$ cat config.mk
export PLATFORM = sky130hd
export DESIGN_NAME = tmds_deserializer_flat
export DESIGN_NICKNAME = d
export VERILOG_FILES = /design/src/rtl/tmds_deserializer_if.sv /design/src/rtl/tmds_deserializer.sv /design/src/flat_wrapper.sv
export SDC_FILE = /design/constraint.sdc
export NUM_CORES = 1
export LEC_CHECK = 0
export ABC_AREA = 1
export BUFFER_PORTS_ARGS = -buffer_cell sky130_fd_sc_hd__buf_2
export CORE_AREA = 2 2 51 53
export CTS_CLUSTER_DIAMETER = 80
export CTS_CLUSTER_SIZE = 30
export DETAILED_ROUTE_END_ITERATION = 10
export DIE_AREA = 0 0 53 55
export SKIP_LAST_GASP = 1
export SYNTH_ARGS = -nofsm -noshare
export SYNTH_HDL_FRONTEND = slang
export SYNTH_SLANG_ARGS = --single-unit
$ cat constraint.sdc
create_clock -name clk -period 1.3 [get_ports clk]
set_clock_uncertainty 0.05 [all_clocks]
set_input_delay 0.195 -clock clk [delete_from_list [all_inputs] [get_ports clk]]
set_output_delay 0.195 -clock clk [all_outputs]
set_load 0.02 [all_outputs]
$ cat src/rtl/tmds_deserializer_if.sv
// Bus bundle for tmds_deserializer: serial input, bitslip request and the
// parallel word output with its strobe and aligner lock status.
interface tmds_deserializer_if #(
  parameter int unsigned SIZE = 10
);

  logic            s_in;
  logic            bitslip;
  logic [SIZE-1:0] p_out;
  logic            p_valid;
  logic            locked;

  // Source of serial data / consumer of parallel words
  modport master (
    output s_in,
    output bitslip,
    input  p_out,
    input  p_valid,
    input  locked
  );

  // The deserializer itself
  modport slave (
    input  s_in,
    input  bitslip,
    output p_out,
    output p_valid,
    output locked
  );

endinterface

$ cat src/rtl/tmds_deserializer.sv
// TMDS receive-path deserializer: one bit per clk, SIZE-bit words assembled
// LSB first, one-cycle p_valid strobe per word. The word boundary moves one
// bit later for every cycle that bitslip (or the internal aligner) is high.
// Optional feature macro: TMDS_ALIGN_EN enables the automatic control-token
// aligner; without it locked is tied low.
module tmds_deserializer #(
  parameter int unsigned SIZE         = 10,
  parameter int unsigned ALIGN_WINDOW = 1024,
  parameter int unsigned LOCK_COUNT   = 8
) (
  input  logic                clk,
  input  logic                rst_n,
  tmds_deserializer_if.slave  bus
);

  localparam int unsigned     CNT_W    = (SIZE > 1) ? $clog2(SIZE) : 1;
  localparam logic [CNT_W-1:0] CNT_LAST = CNT_W'(SIZE - 1);

  // Reject parameter sets the datapath cannot represent
  if (SIZE < 2 || ALIGN_WINDOW < 1 || LOCK_COUNT < 1) begin : g_bad_param
    $error("tmds_deserializer: illegal parameter set");
  end

  // Only the upper SIZE-1 bits of the shift register are ever read, so bit 0
  // is not stored; the incoming bit completes the word directly.
  logic [SIZE-2:0]  sr;
  logic [CNT_W-1:0] cnt;
  logic [SIZE-1:0]  p_out_q;
  logic             p_valid_q;

  logic             slip_c;
  logic             word_done_c;
  logic [SIZE-1:0]  word_c;

  assign word_c      = {bus.s_in, sr};
  assign word_done_c = (cnt == CNT_LAST) && !slip_c;

  // Shift register, bit counter (frozen while slipping) and word output
  always_ff @(posedge clk) begin
    if (!rst_n) begin
      sr        <= '0;
      cnt       <= '0;
      p_out_q   <= '0;
      p_valid_q <= 1'b0;
    end else begin
      sr        <= word_c[SIZE-1:1];
      p_valid_q <= 1'b0;
      if (!slip_c) begin
        cnt <= (cnt == CNT_LAST) ? '0 : cnt + CNT_W'(1);
      end
      if (word_done_c) begin
        p_out_q   <= word_c;
        p_valid_q <= 1'b1;
      end
    end
  end

  assign bus.p_out   = p_out_q;
  assign bus.p_valid = p_valid_q;

`ifdef TMDS_ALIGN_EN
  localparam int unsigned      WIN_W   = $clog2(ALIGN_WINDOW + 1);
  localparam int unsigned      RUN_W   = $clog2(LOCK_COUNT + 1);
  localparam logic [WIN_W-1:0] WIN_END = WIN_W'(ALIGN_WINDOW);
  localparam logic [RUN_W-1:0] RUN_END = RUN_W'(LOCK_COUNT);
  localparam logic [SIZE-1:0]  TOK_0   = SIZE'(10'h354);
  localparam logic [SIZE-1:0]  TOK_1   = SIZE'(10'h0AB);
  localparam logic [SIZE-1:0]  TOK_2   = SIZE'(10'h154);
  localparam logic [SIZE-1:0]  TOK_3   = SIZE'(10'h2AB);

  logic [WIN_W-1:0] win_cnt;
  logic [RUN_W-1:0] run_cnt;
  logic             locked_q;
  logic             align_slip;

  logic             is_token_c;
  logic [WIN_W-1:0] win_inc_c;
  logic [RUN_W-1:0] run_inc_c;

  // Classify the word completing this cycle and precompute counter steps
  always_comb begin
    is_token_c = 1'b0;
    win_inc_c  = win_cnt + WIN_W'(1);
    run_inc_c  = (run_cnt == RUN_END) ? run_cnt : run_cnt + RUN_W'(1);
    if (word_c == TOK_0 || word_c == TOK_1 || word_c == TOK_2 || word_c == TOK_3) begin
      is_token_c = 1'b1;
    end
  end

  // Aligner: count token runs per window, lock on a long run, otherwise
  // slip one bit when the window runs out. External bitslip restarts it.
  always_ff @(posedge clk) begin
    if (!rst_n) begin
      win_cnt    <= '0;
      run_cnt    <= '0;
      locked_q   <= 1'b0;
      align_slip <= 1'b0;
    end else if (bus.bitslip) begin
      win_cnt    <= '0;
      run_cnt    <= '0;
      locked_q   <= 1'b0;
      align_slip <= 1'b0;
    end else begin
      align_slip <= 1'b0;
      if (word_done_c && !locked_q) begin
        if (is_token_c && run_inc_c == RUN_END) begin
          locked_q <= 1'b1;
          run_cnt  <= run_inc_c;
          win_cnt  <= win_inc_c;
        end else if (win_inc_c == WIN_END) begin
          align_slip <= 1'b1;
          win_cnt    <= '0;
          run_cnt    <= '0;
        end else begin
          run_cnt <= is_token_c ? run_inc_c : '0;
          win_cnt <= win_inc_c;
        end
      end
    end
  end

  assign slip_c     = bus.bitslip | align_slip;
  assign bus.locked = locked_q;
`else
  assign slip_c     = bus.bitslip;
  assign bus.locked = 1'b0;
`endif

endmodule

$ cat src/flat_wrapper.sv
// flat-port wrapper written by rule: the top's interface ports become plain ports
module tmds_deserializer_flat 
#(
  parameter int unsigned SIZE         = 10,
  parameter int unsigned ALIGN_WINDOW = 1024,
  parameter int unsigned LOCK_COUNT   = 8
)
  (clk, rst_n, bus_s_in, bus_bitslip, bus_p_out, bus_p_valid, bus_locked);
  tmds_deserializer_if #(.SIZE(SIZE)) bus_i ();
  input  logic clk;
  input  logic rst_n;
  input wire logic [$bits(bus_i.s_in)-1:0] bus_s_in;
  input wire logic [$bits(bus_i.bitslip)-1:0] bus_bitslip;
  output wire logic [$bits(bus_i.p_out)-1:0] bus_p_out;
  output wire logic [$bits(bus_i.p_valid)-1:0] bus_p_valid;
  output wire logic [$bits(bus_i.locked)-1:0] bus_locked;
  assign bus_i.s_in = bus_s_in;
  assign bus_i.bitslip = bus_bitslip;
  assign bus_p_out = bus_i.p_out;
  assign bus_p_valid = bus_i.p_valid;
  assign bus_locked = bus_i.locked;
  tmds_deserializer #(.SIZE(SIZE), .ALIGN_WINDOW(ALIGN_WINDOW), .LOCK_COUNT(LOCK_COUNT)) u_core (.clk(clk), .rst_n(rst_n), .bus(bus_i));
endmodule
==> flow_metrics.env, run 1 <==
export IMPL_min_path_type="input port to flop"
export IMPL_grt_max_degree=35
export IMPL_run_status="complete, no violations"
export IMPL_rsz0062_at_grt="false"
export IMPL_drv_cap=0
export IMPL_syn_area_sq_um=887
export IMPL_endpoint_kind="flop"
export IMPL_worstPathArrival_ns=1.31
export IMPL_dpl_cell_area_sq_um=976
export IMPL_cts_resized=0
export IMPL_cp_max_fo=12
export IMPL_grt_pass1_vias=591
export IMPL_max_freq_mhz=872
export IMPL_core_area_sq_um=2360
export IMPL_crit_path_cell_trace="inv_2 > nor2_4 > nand3_2 > nand3_1 > nand2_1"
export IMPL_antenna_found_initial=0
export IMPL_cts_buffers_inserted=3
export IMPL_dr_pass1_iters=4
export IMPL_period_share_pct=88.2
export IMPL_postCtsHoldBufs=0
export IMPL_syn_to_final_growth_pct=15.9
export IMPL_root_buffer="clkbuf_4"
export IMPL_wl_per_cell_um=10.1
export IMPL_antenna_cells=0
export IMPL_cts_sinks=24
export IMPL_nNetsFinal=125
export IMPL_multi_input_area_sq_um=308
export IMPL_port_buffer_count=14
export IMPL_crit_buf_inv=1
export IMPL_r2r_slack_ns=0.15
export IMPL_fin_crit_ns=1.15
export IMPL_io_pins=16
export IMPL_cts_buffer_depth=2
export IMPL_wl_um=1510
export IMPL_fin_area_sq_um=1030
export IMPL_cts_tree="yes"
export IMPL_synth_cells=107
export IMPL_grt_pass1_wl_um=2480
export IMPL_slew_viol_final=0
export IMPL_finalSetupTns_ns=0
export IMPL_avgSynthCellArea_sq_um=8.29
export IMPL_avgViaCountPerCell=4.53
export IMPL_final_cell_mix="nand2_1, dfxtp_1, buf_2"
export IMPL_slowest_delay_ns=0.43
export IMPL_drive_gt1_share_pct=22.5
export IMPL_synth_top_area_share_pct=54.2
export IMPL_post_cts_buffers=0
export IMPL_ir_worst_vdd_mv=0.698
export IMPL_setup_viol=0
export IMPL_final_common_cell="nand2_1"
export IMPL_yosys_area_top_type="dfxtp_1"
export IMPL_fillers=262
export IMPL_synth_distinct_cells=16
export IMPL_crit_required_ns=1.47
export IMPL_p_per_area_nw_per_um2=1310
export IMPL_synth_seq_area_share_pct=54.2
export IMPL_final_seq_area_sq_um=480
export IMPL_start_util_pct=37.5
export IMPL_via_count=680
export IMPL_die_h_um=55
export IMPL_finalHoldViolCount=0
export IMPL_die_width_um=53
export IMPL_path_class="flop to flop"
export IMPL_hpwl_um=1080
export IMPL_drcViolationCount=0
export IMPL_gr_total_overflow=0
export IMPL_crit_path_top_delay_cell="dfxtp_1"
export IMPL_drt_iter0_markers=8
export IMPL_crit_path_start_kind="flop"
export IMPL_path_delay_family="simple AND/OR/NAND/NOR gates"
export IMPL_synth_warnings=0
export IMPL_track_usage_pct=11.7
export IMPL_cts_htree_levels=1
export IMPL_clk_latency_ns=0.31
export IMPL_ys_ff_latch=24
export IMPL_drtAntennaViolNets=0
export IMPL_synthTopCellsByArea="dfxtp_1, nand2_1, nand4_1, nand3_1, inv_1"
export IMPL_syn_nets=111
export IMPL_power_leakage_uw=0.000547
export IMPL_dieArea_sq_um=2920
export IMPL_cts_clk_slew_worst_paths_ns=0.14
export IMPL_gp_congestion=0.688
export IMPL_rows=18
## sequential cells by signal, summed over array words and instances (netlist names)
signal,cells
u_core.bus.p_valid,1
u_core.bus.p_out,10
u_core.sr,9
u_core.cnt,4
## power by group
| group | switching, uW | internal [uW] | total (uW) |
|---|---|---|---|
| sequential | 9.59 | 746 | 755 |
| combinational | 39.5 | 19.1 | 58.6 |
| clock | 224 | 311 | 535 |
## cells in the mapped netlist, drive strengths merged
| library cell | count |
|---|---|
| a21oi | 1 |
| buf | 7 |
| nand4 | 11 |
| o21ai | 3 |
| inv | 14 |
| nand3 | 12 |
| dfxtp | 24 |
| conb | 1 |
| nor2 | 9 |
| nand2 | 25 |
## worst min-delay path, stage by stage
cell and delay, ns:
buf_2 0.09, nand2_1 0.04, inv_1 0.04
## final cells by class
cell class,count,share of cell area [%]
clock buffer,3,2.19
clock inverter,1,2.92
inverter,14,5.11
multi-input combinational,62,29.9
sequential,24,46.7
tap,30,3.65
timing repair buffer,16,9.49
## stage by stage
| stage | utilization (%) | total power (uW) | cells | hold WS [ns] | setup slack [ns] |
|---|---|---|---|---|---|
| after floorplan | - | 814 | 107 | 0.238 | 0.310 |
| after global placement | 41.3 | 829 | 146 | 0.349 | 0.198 |
| after detailed placement | 41.3 | 831 | 146 | 0.354 | 0.156 |
| after CTS | 43.5 | 1370 | 150 | 0.0153 | 0.141 |
| after global routing | 43.5 | 1410 | 150 | 0.0208 | 0.0432 |
| final | 43.5 | 1350 | 150 | 0.0263 | 0.153 |
## path summary, 6_finish.rpt
path,start,to,cells past startpoint
max,u_core.cnt[0]$_SDFFE_PN0N_,u_core.bus.p_out[0]$_SDFFE_PN0P_,5
min,bus_s_in,u_core.sr[8]$_SDFF_PN0_,3
max reg2reg,u_core.cnt[0]$_SDFFE_PN0N_,u_core.bus.p_out[0]$_SDFFE_PN0P_,5
min reg2reg,u_core.sr[4]$_SDFF_PN0_,u_core.sr[3]$_SDFF_PN0_,2
## kinds of logic after synthesis
logic type             count (synthesis)  share of synthesized area (%)
AO/OA/AOI/OAI                          4                           2.26
other                                  1                          0.423
buffers and inverters                 21                           11.1
flip-flops                            24                           54.2
AND/OR/NAND/NOR                       57                           32.0
## routing by layer
layer | GRT usage, % | wire, um | share of wire (%)
met1 | 15.9 | 770 | 51
met2 | 17.5 | 667 | 44
met3 | 2.42 | 60 | 4.0
met4 | 6.41 | 12 | 0.79
met5 | 0 | 0 | 0
No activity file was read; power rests on OpenSTA's default activity.
==> inputs of run 2 (changes only) <==
--- a/config.mk
+++ b/config.mk
@@ -5,13 +5,12 @@
 export SDC_FILE = /design/constraint.sdc
 export NUM_CORES = 1
 export LEC_CHECK = 0
-export ABC_AREA = 1
 export BUFFER_PORTS_ARGS = -buffer_cell sky130_fd_sc_hd__buf_2
-export CORE_AREA = 2 2 51 53
+export CORE_AREA = 2 2 48 50
 export CTS_CLUSTER_DIAMETER = 80
 export CTS_CLUSTER_SIZE = 30
 export DETAILED_ROUTE_END_ITERATION = 10
-export DIE_AREA = 0 0 53 55
+export DIE_AREA = 0 0 50 52
 export SKIP_LAST_GASP = 1
 export SYNTH_ARGS = -nofsm -noshare
 export SYNTH_HDL_FRONTEND = slang
==> run 2 against run 1 <==
  * Wire length is 12% lower
  * Global-route usage increased by 0.28 points
  * Via count shrank 21%
  * Maximum frequency shrank 8.6%
  * Final cell count down 21%
  * Total power is 12% lower
==> flow_metrics.env, run 2 <==
export IMPL_synth_cells=66
export IMPL_grt_max_degree=14
export IMPL_avgSynthCellArea_sq_um=12.1
export IMPL_antenna_cells=0
export IMPL_syn_to_final_growth_pct=24.4
export IMPL_critPathMostFrequentCell="buf_4"
export IMPL_cts_tree="yes"
export IMPL_synth_edf_count=0
export IMPL_drt_iter0_markers=2
export IMPL_die_h_um=52
export IMPL_wl_per_cell_um=11.3
export IMPL_via_count=540
export IMPL_hpwl_um=902
export IMPL_post_cts_buffers=0
export IMPL_largest_reg_flops=10
export IMPL_synth_distinct_cells=21
export IMPL_cts_clk_slew_worst_paths_ns=0.12
export IMPL_io_pins=16
export IMPL_core_area_sq_um=2110
export IMPL_drcViolationCount=0
export IMPL_port_buffer_count=14
export IMPL_die_width_um=50
export IMPL_yosys_area_top_type="dfxtp_1"
export IMPL_cp_max_fo=5
export IMPL_crit_path_cell_trace="nand2b_4 > buf_4 > and4bb_1 > buf_4 > a22o_1"
export IMPL_fin_hold_ws_ns=0.0469
export IMPL_ys_ff_latch=24
export IMPL_max_freq_mhz=797
export IMPL_nNetsFinal=95
export IMPL_crit_path_top_delay_cell="dfxtp_2"
export IMPL_cts_buffer_depth=2
export IMPL_synthTopCellsByCount="dfxtp_1, a22o_1, and2_1"
export IMPL_dr_pass1_iters=3
export IMPL_dieArea_sq_um=2600
export IMPL_path_delay_family="flip-flops"
export IMPL_avgViaCountPerCell=4.58
export IMPL_drtAntennaViolNets=0
export IMPL_dp_cells=113
export IMPL_final_common_cell="dfxtp_1"
export IMPL_worstPathArrival_ns=1.41
export IMPL_fillers=209
export IMPL_ir_worst_vdd_mv=0.822
export IMPL_start_util_pct=37.8
export IMPL_min_path_type="input port to flop"
export IMPL_drive_gt1_share_pct=35.6
export IMPL_cts_htree_levels=1
export IMPL_syn_area_sq_um=796
export IMPL_track_usage_pct=12.0
export IMPL_synth_seq_area_share_pct=60.4
export IMPL_clk_latency_ns=0.31
export IMPL_power_leakage_uw=0.000448
export IMPL_drv_cap=0
export IMPL_period_share_pct=96.5
export IMPL_setup_viol=0
export IMPL_rows=17
export IMPL_grt_pass1_vias=529
export IMPL_endpoint_kind="flop"
export IMPL_root_buffer="clkbuf_4"
export IMPL_path_class="flop to flop"
export IMPL_final_cell_mix="dfxtp_1, buf_2, and2_1, a22o_1, buf_4"
export IMPL_rsz0062_at_grt="true"
export IMPL_gp_congestion=0.758
export IMPL_wl_um=1330
export IMPL_run_status="complete, no violations"
export IMPL_crit_path_start_kind="flop"
export IMPL_fin_crit_ns=1.25
export IMPL_synthTopCellsByArea="dfxtp_1, a22o_1, and2_1, and4bb_1, a21boi_1"
export IMPL_synth_async_reset_ratio_pct=0
export IMPL_cts_sinks=24
export IMPL_grt_pass1_wl_um=2320
export IMPL_synth_warnings=0
export IMPL_antenna_found_initial=0
export IMPL_slowest_delay_ns=0.35
export IMPL_finalHoldViolCount=0
export IMPL_syn_nets=70
export IMPL_crit_buf_inv=2
export IMPL_layoutNonFillerInstCount=118
export IMPL_cts_buffers_inserted=3
export IMPL_crit_required_ns=1.46
export IMPL_gr_total_overflow=0
export IMPL_p_per_area_nw_per_um2=1200
export IMPL_slew_viol_final=0
export IMPL_synth_ff_type="dfxtp_1"
export IMPL_yosysMostFrequentCell="dfxtp_1"
export IMPL_synth_top_area_share_pct=60.4
## run 2: power breakdown
| group | switching, uW | internal [uW] | total [uW] |
|---|---|---|---|
| clock | 205 | 171 | 376 |
| combinational | 27.9 | 32.7 | 60.6 |
| sequential | 7.21 | 746 | 753 |
| total | 240 | 950 | 1190 |
## run 2: cell families (layout without fill, tap and decap cells)
group | Yosys count | count (layout) | synth area share, %
compound gates | 15 | 16 | 15.6
buf+inv | 5 | 28 | 4.24
flops | 24 | 24 | 60.4
xor+xnor | 1 | 1 | 1.10
simple gates | 20 | 20 | 18.2
other cells | 1 | 1 | 0.471
## run 2: worst reg2reg max path, stage by stage (launching register included)
cell and delay (ns):
dfxtp_2 0.35, nand2b_4 0.08, buf_4 0.11, and4bb_1 0.19, buf_4 0.15, a22o_1 0.22
## run 2: what timing repair did
item / 4_1_cts / 5_1_grt
resized for setup: 0 / 3
pin swaps: 1 / 1
endpoints found under the setup margin: 10 / 10
cloned: 1 / 0
hold buffers: 0 / 0
## run 2: worst paths after layout
check	endpoint	slack [ns]	cells after the start	start
worst max register to register	u_core.bus.p_out[7]$_SDFFE_PN0P_	0.05	5	u_core.cnt[0]$_SDFFE_PN0N_
worst min register to register	u_core.bus.p_out[0]$_SDFFE_PN0P_	0.42	1	u_core.sr[0]$_SDFF_PN0_
worst min-delay path	u_core.sr[8]$_SDFF_PN0_	0.05	2	bus_s_in
worst max-delay path	u_core.bus.p_out[7]$_SDFFE_PN0P_	0.05	5	u_core.cnt[0]$_SDFFE_PN0N_
## run 2: final cells by class
type | instances | area, sq um | share of cell area (%)
inverters | 1 | 3.75 | 0.379
repair buffers | 23 | 138 | 13.9
multi-input cells | 38 | 293 | 29.6
flip-flops and latches | 24 | 484 | 48.9
well taps | 28 | 35.0 | 3.54
clock buffers | 4 | 36.3 | 3.67
## run 2: stage by stage
stage	setup TNS [ns]	util [%]	instance area (sq um)	setup slack, ns	total power, uW
global placement	-0.105	44.6	938	-0.0190	827
CTS	0	46.8	986	0.00873	1210
detailed placement	-0.0931	44.6	938	-0.0146	827
floorplan	0	-	796	0.0801	802
finish	0	47.0	990	0.0451	1190
global route	-0.00139	47.0	990	-0.00139	1250
## run 2: metal layers
layer	up-vias	routed length, um	track usage (%)
met1	248	665	14.7
met2	10	599	19.3
met3	2	50	2.87
met4	0	12	6.94
li1	280	-	-
met5	-	0	0
